**config.mk**
```make
export PLATFORM = sky130hd
export DESIGN_NAME = alu_output_stage
export DESIGN_NICKNAME = d
export VERILOG_FILES = /design/src/rtl/alu_output_stage.sv
export SDC_FILE = /design/constraint.sdc
export NUM_CORES = 1
export LEC_CHECK = 0
export ABC_AREA = 0
export CORE_UTILIZATION = 52
export DETAILED_ROUTE_END_ITERATION = 10
export PLACE_DENSITY = 0.84
export RECOVER_POWER = 100
export SLEW_MARGIN = 20
export SYNTH_ARGS = -nofsm -noshare
export SYNTH_HDL_FRONTEND = slang
export SYNTH_SLANG_ARGS = --single-unit
export TNS_END_PERCENT = 50
```
**constraint.sdc**
```tcl
create_clock -name Clock -period 2.2 [get_ports Clock]
set_input_delay 0.44 -clock Clock [delete_from_list [all_inputs] [get_ports Clock]]
set_output_delay 0.44 -clock Clock [all_outputs]
set_load 0.02 [all_outputs]
```
**src/rtl/alu_output_stage.sv**
```systemverilog
// ---------------------------------------------------------------------------
// alu_output_stage
//
// Registered output stage behind the ALU's per-bit result-select mux array.
// It captures the selected result and the adder's carry/overflow, derives
// the condition flags {Z,N,C,V}, and holds them in a two-entry skid buffer
// with a valid/ready handshake toward writeback. The architectural status
// register, read by branch logic, is loaded with the flags of each entry
// as writeback takes it.
//
// Ports
//   Clock       in   system clock, rising edge
//   Reset       in   asynchronous active-low reset
//   Hyrja       in   WIDTH-bit result from the mux array
//   S           in   operation that drove the mux array (00 AND, 01 OR,
//                    10 ADD, 11 SUB)
//   CarryIn     in   adder carry-out (for SUB, 1 means no borrow)
//   OverflowIn  in   adder signed overflow
//   HyrjaValid  in   upstream offers a result this cycle
//   HyrjaReady  out  stage accepts a result this cycle (registered)
//   Dalja       out  buffered result toward writeback
//   DaljaFlags  out  flags of the Dalja entry, {Z,N,C,V}
//   DaljaValid  out  Dalja/DaljaFlags valid
//   DaljaReady  in   writeback takes the entry this cycle
//   Status      out  architectural status register, {Z,N,C,V}
// ---------------------------------------------------------------------------
module alu_output_stage #(
    parameter int WIDTH = 24
) (
    input  logic             Clock,
    input  logic             Reset,
    input  logic [WIDTH-1:0] Hyrja,
    input  logic [1:0]       S,
    input  logic             CarryIn,
    input  logic             OverflowIn,
    input  logic             HyrjaValid,
    output logic             HyrjaReady,
    output logic [WIDTH-1:0] Dalja,
    output logic [3:0]       DaljaFlags,
    output logic             DaljaValid,
    input  logic             DaljaReady,
    output logic [3:0]       Status
);

    // Flags for a freshly selected result. Carry and overflow only mean
    // something for the adder paths (S[1]=1); logic ops report them as 0.
    function automatic logic [3:0] calc_flags(
        input logic signed [WIDTH-1:0] res,
        input logic [1:0]              op,
        input logic                    carry,
        input logic                    ovf
    );
        logic zero;
        logic neg;
        zero = (res == '0);
        neg  = res[WIDTH-1];
        return {zero, neg, op[1] & carry, op[1] & ovf};
    endfunction

    // Stage p0: incoming result and its flags (combinational, mux output)
    logic signed [WIDTH-1:0] data_p0;
    logic [3:0]              flags_p0;
    logic                    vld_p0;

    assign data_p0  = Hyrja;
    assign flags_p0 = calc_flags(data_p0, S, CarryIn, OverflowIn);
    assign vld_p0   = HyrjaValid;

    // Stage p1: main entry (drives the outputs) and skid entry
    logic signed [WIDTH-1:0] main_data_p1;
    logic [3:0]              main_flags_p1;
    logic                    main_vld_p1;
    logic signed [WIDTH-1:0] skid_data_p1;
    logic [3:0]              skid_flags_p1;
    logic                    skid_vld_p1;
    logic [3:0]              status_p1;

    logic accept;
    logic drain;

    // Ready depends only on the skid register, so no input reaches an output
    // combinationally. With the skid full the main entry is full as well.
    assign accept = vld_p0 & ~skid_vld_p1;
    assign drain  = main_vld_p1 & DaljaReady;

    always_ff @(posedge Clock or negedge Reset) begin
        if (!Reset) begin
            main_data_p1  <= '0;
            main_flags_p1 <= '0;
            main_vld_p1   <= 1'b0;
            skid_data_p1  <= '0;
            skid_flags_p1 <= '0;
            skid_vld_p1   <= 1'b0;
            status_p1     <= '0;
        end else begin
            if (drain) begin
                status_p1 <= main_flags_p1;
            end

            if (!main_vld_p1 || drain) begin
                // Main slot is free at this edge. The skid entry is older
                // than anything arriving now, so it goes first; an accept
                // cannot coincide with a full skid because ready is low.
                if (skid_vld_p1) begin
                    main_data_p1  <= skid_data_p1;
                    main_flags_p1 <= skid_flags_p1;
                    main_vld_p1   <= 1'b1;
                    skid_vld_p1   <= 1'b0;
                end else if (accept) begin
                    main_data_p1  <= data_p0;
                    main_flags_p1 <= flags_p0;
                    main_vld_p1   <= 1'b1;
                end else begin
                    // Data is left as is so Dalja holds its last value.
                    main_vld_p1   <= 1'b0;
                end
            end else if (accept) begin
                // Main is stalled: park the new entry in the skid slot.
                skid_data_p1  <= data_p0;
                skid_flags_p1 <= flags_p0;
                skid_vld_p1   <= 1'b1;
            end
        end
    end

    assign HyrjaReady = ~skid_vld_p1;
    assign Dalja      = main_data_p1;
    assign DaljaFlags = main_flags_p1;
    assign DaljaValid = main_vld_p1;
    assign Status     = status_p1;

endmodule

```
---- After elaboration in Yosys (flattened, before gate mapping) ----
Cells that the tools add are included.
storage, ports and cells
  register bits after elaboration ......... 62
  bits of input ports ..................... 32
  output and inout bits ................... 34
  logic and storage cells ................. 28
operators by class
  mux-type cells .......................... 8
  bitwise logic cells ..................... 6
  reductions and logical operators ........ 7
operators with widths
  cell                 count
  24-bit 2-to-1 mux    2
  24-bit zero test     1
  4-bit 2-to-1 mux     2
  1-bit AND            4
  1-bit 2-to-1 mux     4
  2-bit AND reduction  2
  2-bit nonzero test   2
  1-bit NOT            2
  1-bit zero test      1
  1-bit logical OR     1

---- Logic depth before layout (Yosys ltp) ----
Gate-level depths: netlist of run 1.
  depth after elaboration ................. 4
  depth in mapped cells ................... 6
  gate-level depth less buffers ........... 4

---- Worst setup path before layout of run 1 ----
OpenSTA, ideal clock, no wires.
  path type ............................... register to register
  from .................................... register main_vld_p1 (netlist: DaljaValid)
  to ...................................... register skid_data_p1[17]
  setup time .............................. 0.125 ns
  data arrival time ....................... 1.420 ns
  required time ........................... 2.075 ns
  path slack .............................. 0.655 ns
  stages on the path, launching flop included .. 6
  buffers on the path ..................... 2
  clock period less this slack ............ 1.545 ns
  cell sequence ........................... dfrtp_1 > nor2b_4 > and3_4 > buf_6 > buf_6 > mux2_2
on the way
  word-level cells in the longest chain between the ends .. 4
  elaborated cells between the ends (all ways) .. 5
  those cells by class .................... bitwise: 2; reduce/logical: 3
ends and longest elaborated chain
  item                                                 line     source
  start, declared                                      72       logic main_vld_p1;
  start signal, assigned                               90       main_vld_p1 <= 1'b0;
  start signal, assigned                               107      main_vld_p1 <= 1'b1;
  start signal, assigned                               112      main_vld_p1 <= 1'b1;
  1-bit AND / 1-bit zero test (equally long branches)  84, 100
  1-bit logical OR *                                   100      if (!main_vld_p1 || drain) begin
  1-bit NOT (no line) *                                --
  2-bit AND reduction (no line) *                      --
  end signal, assigned                                 119      skid_data_p1 <= data_p0;
  end, declared                                        73       logic signed [WIDTH-1:0] skid_data_p1;
Mark *: on every way between the ends. The rest lies on a longest branch, timed or not.
A chain may end at the register's enable or synchronous reset.

---- Final worst setup path of run 1 ----
  from .................................... register skid_vld_p1
  to ...................................... output HyrjaReady
on the way
  word-level cells in the longest chain between the ends .. 1
ends and longest elaborated chain
  item                    line  source
  start, declared         75    logic skid_vld_p1;
  start signal, assigned  93    skid_vld_p1 <= 1'b0;
  start signal, assigned  108   skid_vld_p1 <= 1'b0;
  start signal, assigned  121   skid_vld_p1 <= 1'b1;
  1-bit NOT               126   assign HyrjaReady = ~skid_vld_p1;
  end, declared           37    output logic HyrjaReady,
Every way passes these cells.

==> results, run 1 <==
- The run finished with clean final reports.
- After the last flow step, the layout net total stands at approximately 300.
- The data required time of the worst path is 1.76 ns.
- The fraction of post-synthesis cell area in the top cell type by area is 0.5814.
- Setup slack on the critical path of the routed design comes to a little under 0.3 ns.
- The minimum setup slack after placement is 0.1222 ns.
- STA puts the critical path data arrival time at 1.47 ns.
- The repair_antennas step left the layout with diodes totalling 0.
- The number of global-route vias before repair was 1916.
- Setup violations remaining at the end of the flow were counted as 0.
- The clock drives 60 sinks.
- The die is between 70 and 80 µm tall.
- The hold violation count in the final report is 0.
- The initial core utilization is 0.5432.
- The relative slew slack is 0.3957.
- The class of the most critical hold timing path is primary input to asynchronous set/reset pin.
- The sequential fraction of the synthesis area is 0.5814.
- Summed over all instances, the cell type with the most area after synthesis is dfrtp_1.
- The post-synthesis instance area is 2582 µm².
- Setup repair after global routing left no endpoint under its margin.
- Once layout is complete, the utilization of the core stands at 0.7213.
- The hold buffer count at CTS is 0.
- The worst clock skew is about 0.0069 ns.
- The total routing resource utilization after global routing is 0.2263.
- CTS placed an instance of clkbuf_8 at the clock tree root.
- The H-tree was split into 3 levels.
- The most numerous cell in the Yosys netlist is dfrtp_1.
- The mean instance size in the synthesized netlist is 12.36 µm².
- In this run the static leakage power is 1.392 nW.
- The die covers around 5300 µm².
- The final-layout fill cell count is around 380.
- Entering global routing, the biggest net connects 49 pins.
- The routed wire length per instance is 14.79 µm.
- After synthesis, the netlist uses 25 different library cells.
- The wire length reported by the detailed router is about 5 mm.
- The routability-driven placement congestion ratio is 0.7694.
- The worst setup path is of the flop to output port kind.
- The number of top-level design ports is 66.
- The number of buffers inserted during clock tree synthesis is 9.
- The worst ir drop on vdd is 0.4872 mV.
- The worst setup path is captured at an output port.
- In this run the power density over the cells is 916.6 nW/µm².
- The post-cts sizing count is 0.
- In this run the core area contains 25 standard-cell rows.
- Counting flops and latches in the post-synthesis netlist gives 60.
- The longest clock path from root to sink contains 2 buffers.
- Of the cells placed in the final design, the portion with a size suffix greater than 1 is 0.1886.
- Static timing analysis puts the maximum clock frequency at 0.5234 GHz.
- For this run, asynchronously set or reset flops after synthesis account for 1.000.
- In this run, the number of DRC markers left after iteration 0 of detailed routing was 94.
- The HPWL after detailed placement is 3.535 mm.
- The part of the cycle the worst path needs is 0.8684.
- The wire length of the first global-routing pass is slightly below 9 mm.
- The number of antenna violations at the first check in global routing is 0.
- The final max-slew violation count was 0.
- In the routed layout, each cell is associated on average with a via count of 5.204.
- For this run, the number of Yosys warnings is 0.
- Synthesis produced a netlist with a net count of 241.
- The number of max-capacitance violations reported is 0.
- The die width is 72.47 µm.
- The final total negative setup slack is 0 ns.
- Counting flops with a built-in enable in the synthesized netlist gives 0.
- For the pin with the worst max-slew slack, the measured transition is 0.9064 ns.
- The count of vias placed by the detailed router is 1811.
- The number of input and output port buffers inserted is 64.
- The number of iterations in the first detailed-routing pass is 4.
- Counting I/O delays and the setup requirement, the final critical path takes around 1.9 ns.
- The clock insertion delay at the later pin of the skew report is 0.33 ns.
- The overall power after layout is 0.003144 W.
- The post-CTS setup buffer count is 0.
- The total area inside the core boundary comes to roughly 4800 µm².
- From synthesis to final layout, the design area changed by 32.80%.
- Clock-pin slew was measured on the worst setup and hold paths at 0.06 ns.
- The synthesized netlist cell count is 209.
- The sum of overflow across all layers after global routing is 0.
- In the routed design, unresolved DRC markers number 0.
- After synthesis, the cell types taking the most area are dfrtp_1 58%, mux2_2 13%, mux2i_1 9.3%.
- The most used flip-flop cell after synthesis is dfrtp_1.
- By count the netlist is led by 60 x dfrtp_1, 30 x nor2_1, 29 x mux2_2.
- The TritonCTS clock tree is built.
- The worst setup path is launched from a flop.
- The maximum net fanout on the critical path is 4.
- Once detail routing completed, the nets flagged for antenna violations numbered 0.
[per-stage QoR]
step,std cells,area (µm²),hold slack (ns)
3_3_place_gp,333,3292,0.3905
2_1_floorplan,209,2582,0.1444
6_report,348,3430,0.2160
4_1_cts,348,3461,0.03714
3_5_place_dp,333,3292,0.3965
5_1_grt,348,3430,0.2866
[sequential cells by signal (all words and copies together) (netlist names)]
| name | cells |
|---|---|
| skid_flags_p1 | 4 |
| skid_data_p1 | 23 |
| skid_vld_p1 | 1 |
| DaljaFlags | 4 |
| Dalja | 23 |
| DaljaValid | 1 |
| Status | 4 |
[final timing paths]
kind	start	end	slack [ns]	depth (start not counted)
max	skid_vld_p1$_DFFE_PN0P_	HyrjaReady	0.29	2
min reg2reg	Status[2]$_DFFE_PN0P_	Status[2]$_DFFE_PN0P_	0.50	1
min	Reset	skid_data_p1[16]$_DFFE_PN0P_	0.22	1
max in group asynchronous	Reset	Dalja[14]$_DFFE_PN0P_	0.69	2
min in group Clock	Status[2]$_DFFE_PN0P_	Status[2]$_DFFE_PN0P_	0.50	1
max reg2reg	DaljaValid$_DFFE_PN0P_	DaljaFlags[3]$_DFFE_PN0P_	0.64	5
[layout make-up]
cell class | instances | area (µm²) | area share
Sequential cell | 60 | 1501 | 0.4378
Multi-Input combinational cell | 134 | 989.7 | 0.2886
Timing Repair Buffer | 69 | 674.4 | 0.1966
Clock buffer | 13 | 158.9 | 0.04633
Tap cell | 67 | 83.83 | 0.02444
Inverter | 3 | 11.26 | 0.003283
Clock inverter | 2 | 10.01 | 0.002919
[per-layer routing]
metal | track usage | vias to the layer above | part of all wire
met2 | 0.3749 | 45 | 0.51
met4 | 0.08497 | 0 | 0.012
met3 | 0.05833 | 7 | 0.039
met5 | 0 | - | 0
li1 | - | 871 | -
met1 | 0.2869 | 888 | 0.44
[power by group]
group / leakage (nW) / switching (W) / total [W] / internal (W)
clock: 0.0893 / 0.000398 / 0.000859 / 0.000461
combinational: 0.607 / 0.000415 / 0.000825 / 0.000410
sequential: 0.696 / 0.000122 / 0.00146 / 0.00134
total: 1.39 / 0.000935 / 0.00314 / 0.00221
[cells by family (layout without fill, tap and decap cells)]
kind of cell,count (synthesis),after routing,share of synthesized area
buffers and inverters,15,87,0.03440
multiplexers,53,53,0.2195
AND/OR/NAND/NOR,50,50,0.1017
AO/OA/AOI/OAI,31,31,0.06298
flip-flops,60,60,0.5814
[cells in the final DEF, fill, tap and decap left out, drive strengths merged]
cell type | netlist | routed
a21oi | 28 | 28
a31oi | 1 | 1
and3 | 3 | 3
buf | 9 | 2
clkbuf | 3 | 17
clkdlybuf4s50 | 0 | 27
clkinv | 0 | 2
dfrtp | 60 | 60
dlygate4sd3 | 0 | 36
inv | 3 | 3
mux2 | 29 | 29
mux2i | 24 | 24
nand2 | 4 | 4
nand2b | 1 | 1
nand3 | 2 | 2
nand4 | 1 | 1
nor2 | 31 | 31
nor2b | 1 | 1
nor4 | 6 | 6
o21ai | 2 | 2
or3 | 1 | 1
[worst max-delay path, cell delays in order, from the launching register on]
cell           delay (ns)
dfrtp_1              0.40
inv_2                0.08
dlygate4sd3_1        0.67
(Power assumes the default switching activity.)
==> run 2: changes to the inputs <==
ABC_AREA = not set   (was 0)
CTS_CLUSTER_DIAMETER = 150   (was not set)
==> results of run 2 <==
Same layout as run 1: the final DEF is identical, and so are final timing and power.
==> run 3: changes to the inputs <==
SLEW_MARGIN = not set   (was 20)
==> results of run 3 <==
Same layout as run 1: the final DEF is identical, and so are final timing and power.
